<file path="config.mk">
export PLATFORM = sky130hd
export DESIGN_NAME = deck_dealer
export DESIGN_NICKNAME = d
export VERILOG_FILES = /design/src/rtl/deck_pkg.sv /design/src/rtl/deck_lfsr.sv /design/src/rtl/deck_dealer.sv
export SDC_FILE = /design/constraint.sdc
export NUM_CORES = 1
export LEC_CHECK = 0
export ABC_AREA = 1
export CAP_MARGIN = 40
export CELL_PAD_IN_SITES_DETAIL_PLACEMENT = 1
export CELL_PAD_IN_SITES_GLOBAL_PLACEMENT = 2
export CORE_ASPECT_RATIO = 1.75
export CORE_UTILIZATION = 31
export CTS_BUF_LIST = sky130_fd_sc_hd__clkbuf_2 sky130_fd_sc_hd__clkbuf_4 sky130_fd_sc_hd__clkbuf_8
export DETAILED_ROUTE_END_ITERATION = 8
export PLACE_DENSITY_LB_ADDON = 0.1
export SYNTH_ARGS = -nofsm -noshare
export SYNTH_HDL_FRONTEND = slang
export SYNTH_SLANG_ARGS = --single-unit
export TNS_END_PERCENT = 30
</file>
<file path="constraint.sdc">
create_clock -name clk -period 1.9 [get_ports clk]
set_clock_uncertainty 0.2 [all_clocks]
set_input_delay 0.285 -clock clk [delete_from_list [all_inputs] [get_ports clk]]
set_output_delay 0.285 -clock clk [all_outputs]
set_load 0.005 [all_outputs]
</file>
<file path="src/rtl/deck_pkg.sv">
// Shared constants, types and LFSR step for the deck dealer.
// Galois LFSR step for x^16+x^14+x^13+x^11+1.
package deck_pkg;

  localparam int DECK_SIZE = 52;
  localparam int CARD_W    = 7;
  localparam int ADDR_W    = 6;
  localparam int LFSR_W    = 16;

  localparam logic [LFSR_W-1:0] LFSR_SEED_DEFAULT = 16'hACE1;
  localparam logic [LFSR_W-1:0] LFSR_TAPS         = 16'hB400;

  typedef logic [CARD_W-1:0] card_t;
  typedef logic [ADDR_W-1:0] addr_t;

  localparam logic [3:0] S_IDLE   = 4'd0;
  localparam logic [3:0] S_INIT   = 4'd1;
  localparam logic [3:0] S_PICK   = 4'd2;
  localparam logic [3:0] S_RD_I   = 4'd3;
  localparam logic [3:0] S_RD_J   = 4'd4;
  localparam logic [3:0] S_CAP_J  = 4'd5;
  localparam logic [3:0] S_WR_I   = 4'd6;
  localparam logic [3:0] S_WR_J   = 4'd7;
  localparam logic [3:0] S_READY  = 4'd8;
  localparam logic [3:0] S_DEAL_A = 4'd9;
  localparam logic [3:0] S_DEAL_B = 4'd10;

  typedef enum logic [3:0] {
    IDLE   = S_IDLE,
    INIT   = S_INIT,
    PICK   = S_PICK,
    RD_I   = S_RD_I,
    RD_J   = S_RD_J,
    CAP_J  = S_CAP_J,
    WR_I   = S_WR_I,
    WR_J   = S_WR_J,
    READY  = S_READY,
    DEAL_A = S_DEAL_A,
    DEAL_B = S_DEAL_B
  } dealer_state_t;

  // Right-shifting Galois form: the bit shifted out
  // folds back through the tap mask.
  function automatic logic [LFSR_W-1:0] lfsr_next(
    input logic [LFSR_W-1:0] v
  );
    logic [LFSR_W-1:0] r;
    r = {1'b0, v[LFSR_W-1:1]};
    if (v[0]) r = r ^ LFSR_TAPS;
    return r;
  endfunction

endpackage

</file>
<file path="src/rtl/deck_lfsr.sv">
// Shuffle LFSR: loads a seed (0 maps to the default), steps on advance.
// Ports: clk, rst (sync high), load, seed, advance, value.
module deck_lfsr
  import deck_pkg::*;
(
  input  logic              clk,
  input  logic              rst,
  input  logic              load,
  input  logic [LFSR_W-1:0] seed,
  input  logic              advance,
  output logic [LFSR_W-1:0] value
);

  always_ff @(posedge clk) begin
    if (rst) begin
      value <= LFSR_SEED_DEFAULT;
    end else if (load) begin
      // All-zero is the LFSR lock-up state.
      value <= (seed == '0) ? LFSR_SEED_DEFAULT : seed;
    end else if (advance) begin
      value <= lfsr_next(value);
    end
  end

endmodule

</file>
<file path="src/rtl/deck_dealer.sv">
// Deck dealer: fills deck memory 0..51, Fisher-Yates shuffles it in place
// with an LFSR, then deals one card per deal_req (card_valid pulse).
// Ports: clk, rst, start_shuffle, seed, deal_req, busy, ready, card_valid,
// card_out, deck_empty, cards_left, mem_addr/mem_wen/mem_wdata, mem_rdata.
// Optional macro DEALER_DUP_CHECK_EN adds dup_error (repeat/invalid card).
module deck_dealer
  import deck_pkg::*;
(
  input  logic              clk,
  input  logic              rst,
  input  logic              start_shuffle,
  input  logic [LFSR_W-1:0] seed,
  input  logic              deal_req,
  output logic              busy,
  output logic              ready,
  output logic              card_valid,
  output logic [CARD_W-1:0] card_out,
  output logic              deck_empty,
  output logic [ADDR_W-1:0] cards_left,
  output logic [ADDR_W-1:0] mem_addr,
  output logic              mem_wen,
  output logic [CARD_W-1:0] mem_wdata,
  input  logic [CARD_W-1:0] mem_rdata
`ifdef DEALER_DUP_CHECK_EN
  ,
  output logic              dup_error
`endif
);

  localparam addr_t LAST = addr_t'(DECK_SIZE - 1);
  localparam addr_t FULL = addr_t'(DECK_SIZE);

  dealer_state_t state;

  addr_t idx;
  addr_t i_q;
  addr_t j_q;
  card_t a_q;
  card_t b_q;
  addr_t ptr;
  addr_t left_q;

  logic [LFSR_W-1:0] lfsr_q;
  addr_t             lfsr_j;
  logic              start_ok;
  logic              unused_lfsr_hi;

  assign start_ok = start_shuffle &&
                    (state == IDLE || state == READY);

  assign lfsr_j         = lfsr_q[ADDR_W-1:0];
  assign unused_lfsr_hi = ^lfsr_q[LFSR_W-1:ADDR_W];

  deck_lfsr u_lfsr (
    .clk     (clk),
    .rst     (rst),
    .load    (start_ok),
    .seed    (seed),
    .advance (state == PICK),
    .value   (lfsr_q)
  );

  always_ff @(posedge clk) begin
    if (rst) begin
      state      <= IDLE;
      idx        <= '0;
      i_q        <= '0;
      j_q        <= '0;
      a_q        <= '0;
      b_q        <= '0;
      ptr        <= '0;
      left_q     <= '0;
      card_out   <= '0;
      card_valid <= 1'b0;
    end else begin
      card_valid <= 1'b0;
      unique case (state)
        IDLE: begin
          if (start_ok) begin
            idx    <= '0;
            ptr    <= '0;
            left_q <= '0;
            state  <= INIT;
          end
        end
        INIT: begin
          if (idx == LAST) begin
            i_q   <= LAST;
            state <= PICK;
          end else begin
            idx <= idx + addr_t'(1);
          end
        end
        // Rejection sampling keeps j uniform over 0..i.
        PICK: begin
          if (lfsr_j <= i_q) begin
            j_q   <= lfsr_j;
            state <= RD_I;
          end
        end
        RD_I: state <= RD_J;
        RD_J: begin
          a_q   <= mem_rdata;
          state <= CAP_J;
        end
        CAP_J: begin
          b_q   <= mem_rdata;
          state <= WR_I;
        end
        WR_I: state <= WR_J;
        WR_J: begin
          if (i_q == addr_t'(1)) begin
            ptr    <= '0;
            left_q <= FULL;
            state  <= READY;
          end else begin
            i_q   <= i_q - addr_t'(1);
            state <= PICK;
          end
        end
        READY: begin
          if (start_ok) begin
            idx    <= '0;
            ptr    <= '0;
            left_q <= '0;
            state  <= INIT;
          end else if (deal_req && left_q != '0) begin
            state <= DEAL_A;
          end
        end
        DEAL_A: state <= DEAL_B;
        DEAL_B: begin
          card_out   <= mem_rdata;
          card_valid <= 1'b1;
          ptr        <= ptr + addr_t'(1);
          left_q     <= left_q - addr_t'(1);
          state      <= READY;
        end
        default: state <= IDLE;
      endcase
    end
  end

  always_comb begin
    mem_addr  = '0;
    mem_wen   = 1'b0;
    mem_wdata = '0;
    unique case (state)
      INIT: begin
        mem_addr  = idx;
        mem_wen   = 1'b1;
        mem_wdata = card_t'(idx);
      end
      RD_I: mem_addr = i_q;
      RD_J: mem_addr = j_q;
      WR_I: begin
        mem_addr  = i_q;
        mem_wen   = 1'b1;
        mem_wdata = b_q;
      end
      WR_J: begin
        mem_addr  = j_q;
        mem_wen   = 1'b1;
        mem_wdata = a_q;
      end
      // Hold the address through DEAL_B so the
      // registered read stays stable for capture.
      DEAL_A: mem_addr = ptr;
      DEAL_B: mem_addr = ptr;
      default: ;
    endcase
  end

  assign busy       = (state != IDLE) && (state != READY);
  assign ready      = (state == READY);
  assign deck_empty = (left_q == '0);
  assign cards_left = left_q;

`ifdef DEALER_DUP_CHECK_EN
  logic [DECK_SIZE-1:0] dealt_mask;

  always_ff @(posedge clk) begin
    if (rst || start_ok) begin
      dealt_mask <= '0;
      dup_error  <= 1'b0;
    end else if (card_valid) begin
      if (card_out >= card_t'(DECK_SIZE)) begin
        dup_error <= 1'b1;
      end else if (dealt_mask[card_out[ADDR_W-1:0]]) begin
        dup_error <= 1'b1;
      end else begin
        dealt_mask[card_out[ADDR_W-1:0]] <= 1'b1;
      end
    end
  end
`endif

endmodule

</file>
==> impl_results.md <==
- EDFF count, synth: 0
- Setup crit end kind: output port
- Total Wirelength: 14.4 mm
- Root Buffer: clkbuf_8
- Synth warnings: 0
- Avg Vias per Cell: 4.92
- Most area-consuming cells after synthesis: dfxtp_1 37%, nand2_1 13%, nor2_1 8.1%
- Core footprint: 0.0121 sq mm
- Fin. max-slew vios: 0
- Top FF cell, synth: dfxtp_1
- CTS tree: done
- Failing checks: negative setup slack
- Run status: complete, but fails checks
- Worst-Margin Slew: 0.521 ns
- Met1 global-route usage: 22.0%
- CP startpoint kind: flop
- P&R area growth vs syn: 50.8%
- Post-DRT Antenna Nets: 0
- DRC Markers: 0
- Max Fclk: 462 MHz
- Cells after Synth: 564
- Setup ws final: -0.266 ns
- Final Hold Viols: 0
- Most common cell after layout, fill and taps aside: nand2_1
- Mapped cell area: 0.00385 sq mm
- Dpl cells: 834
- Worst EP arrival: 1.68 ns
- Final Power: 0.00724 W
- Most frequent cells in the layout: 117 x nand2_1, 77 x nor2_1, 65 x buf_4, 63 x dfxtp_1, 49 x inv_1
- Crit share post-route: 114%
- Setup TNS: -2.94 ns
- Htree depth: 3
- Static Leak: 2.65 nW
- Cts hold-fix bufs: 0
- Grt peak-use layer: met2
- CTS Buf Count: 9
- Internal power: 0.00426 W
- Largest area contributor in the netlist: dfxtp_1
- Pin count of the biggest net entering global routing: 27
- Final Core Density: 48.1%
- Clk sinks: 72
- Net switching fraction of the power: 41.1%
- Slew margin rel.: 64.9%
- Nets: 742
- Type of the worst setup path: reg2out
- First-pass GRT wire length: 22.7 mm
- Post-synth ARST share: 0%
- Post-placement cell area: 0.00508 sq mm
- Number of global-route vias before repair: 4523
- Register bit total from synthesis: 72
- Net switching power: 0.00298 W
- Top-area cell type share of the netlist area: 37.4%
- IO Port Bufs: 57
- Diodes inserted: 0
- DRT Pass-1 Iters: 4
- Met2 Usage GRT: 47.5%
- Pwr dens: 1250 mW/mm^2
- Peak supply drop: 0.647 mV
- Drt wl/cell: 16.5 um
- Die H: 149 um
- GRT met3 Usage: 3.81%
- Netlist cell types: 38
- Dpl hpwl: 10.7 mm
- Clock share of power: 19.9%
- Syn_nets: 602
- Final instance area: 0.00581 sq mm
- DRT iter0 DRCs: 90
- Avg Cell Area, Syn: 6.83 sq um
- Die area: 0.0129 sq mm
- Initial antenna violation count: 0
- Worst skew pair latency: 0.37 ns
- RSZ-0062 raised after global routing: true
- Clock Pin Slew Worst Setup and Hold Paths: 0.08 ns
- Clk buf depth: 2
- Maxcap violations: 0
- Gate power share: 51.2%
- DR vias: 4303
- Initial Utilization: 31.9%
- Seq pwr share: 28.9%
- Worst-path fanout max: 6
- Final Non-Filler Cells: 874
- Min Tclk post-route: 2.17 ns
- Hold Path Class: reg2reg
- Required time of the critical path: 1.41 ns
- GRT overflow: 0
- Routability cong.: 0.866
- Sequential area share after synthesis: 37.4%
- # rows: 53
- Chip width: 86.3 um
- Total Routing Usage GR: 23.4%
- Final setup fails: 23
- # IOs: 58
- Layout cells sized above 1: 29.5%
flip-flops by register name, indices dropped and copies added (netlist names):
name          flops
j_q               6
b_q               7
ptr               6
cards_left        6
i_q               6
u_lfsr.value     16
card_valid        1
card_out          7
state             4
a_q               7
idx               6
what timing repair did:
action | CTS | global route
gates cloned | 0 | 1
resized for setup | 114 | 46
setup buffers | 17 | 6
endpoints found under the setup margin | 28 | 59
pin swaps | 10 | 16
critical path, cell delays in order (launching register included):
cell and delay [ns]:
dfxtp_2 0.33, inv_2 0.09, nand2_4 0.09, nor2_4 0.13, buf_4 0.14, nor2_2 0.04, inv_2 0.12, nand2_1 0.11
o2111ai_2 0.10, buf_2 0.15
power groups by stage:
stage                     Sequential, W  Clock, W  Combinational (W)
after floorplan                 0.00204         0            0.00178
after global routing            0.00214   0.00153            0.00407
after detailed placement        0.00209         0            0.00320
after CTS                       0.00209   0.00146            0.00338
after global placement          0.00208         0            0.00313
final                           0.00210   0.00144            0.00371
worst paths after layout:
| kind | startpoint | to | slack, ns | cells past startpoint |
|---|---|---|---|---|
| min | u_lfsr.value[12]$_SDFFE_PP0P_ | u_lfsr.value[12]$_SDFFE_PP0P_ | 0.27 | 2 |
| max reg2reg | state[1]$_SDFFE_PP0P_ | idx[2]$_SDFFE_PP0P_ | -0.11 | 13 |
| min reg2reg | u_lfsr.value[12]$_SDFFE_PP0P_ | u_lfsr.value[12]$_SDFFE_PP0P_ | 0.27 | 2 |
| max | state[3]$_SDFFE_PP0P_ | mem_addr[3] | -0.27 | 9 |
layout make-up:
cell class | count | area [sq um]
timing repair buffer | 144 | 1300
clock buffer | 10 | 138
clock inverter | 6 | 91.3
fill | 1529 | 6260
inverter | 64 | 253
tap | 165 | 206
sequential | 72 | 1460
multi-input combinational | 413 | 2360
kinds of logic after synthesis:
group | Yosys count | synth area share, %
AO/OA/AOI/OAI | 94 | 13.6
XOR/XNOR | 11 | 2.50
adder cells (fa/ha/maj) | 11 | 3.57
buffers and inverters | 80 | 8.80
flip-flops | 72 | 37.4
AND/OR/NAND/NOR | 296 | 34.1
cells in the mapped netlist (4+ instances only):
cell,instances
dfxtp_1,72
ha_1,11
nor2_1,83
nand3_1,41
buf_2,4
inv_2,7
o21ai_0,40
o2111ai_1,6
nand4_1,13
xor2_1,10
nand2_1,135
nand2_2,5
a21oi_1,38
inv_1,56
clkbuf_1,8
nor2_2,4
metal layers:
metal  up-vias  routed length, um
met1      2066               5060
met3        39                369
met4         0                716
li1       2121                  -
met2        77               8270
met5         -                  0
per-stage QoR:
step / setup slack, ns / hold slack, ns
final: -0.266 / 0.274
after global routing: -0.331 / 0.298
after CTS: -0.216 / 0.280
after detailed placement: -0.261 / 0.267
after global placement: -0.217 / 0.245
after floorplan: 0.168 / 0.220
Note: power is estimated with default switching activity, not from simulation.
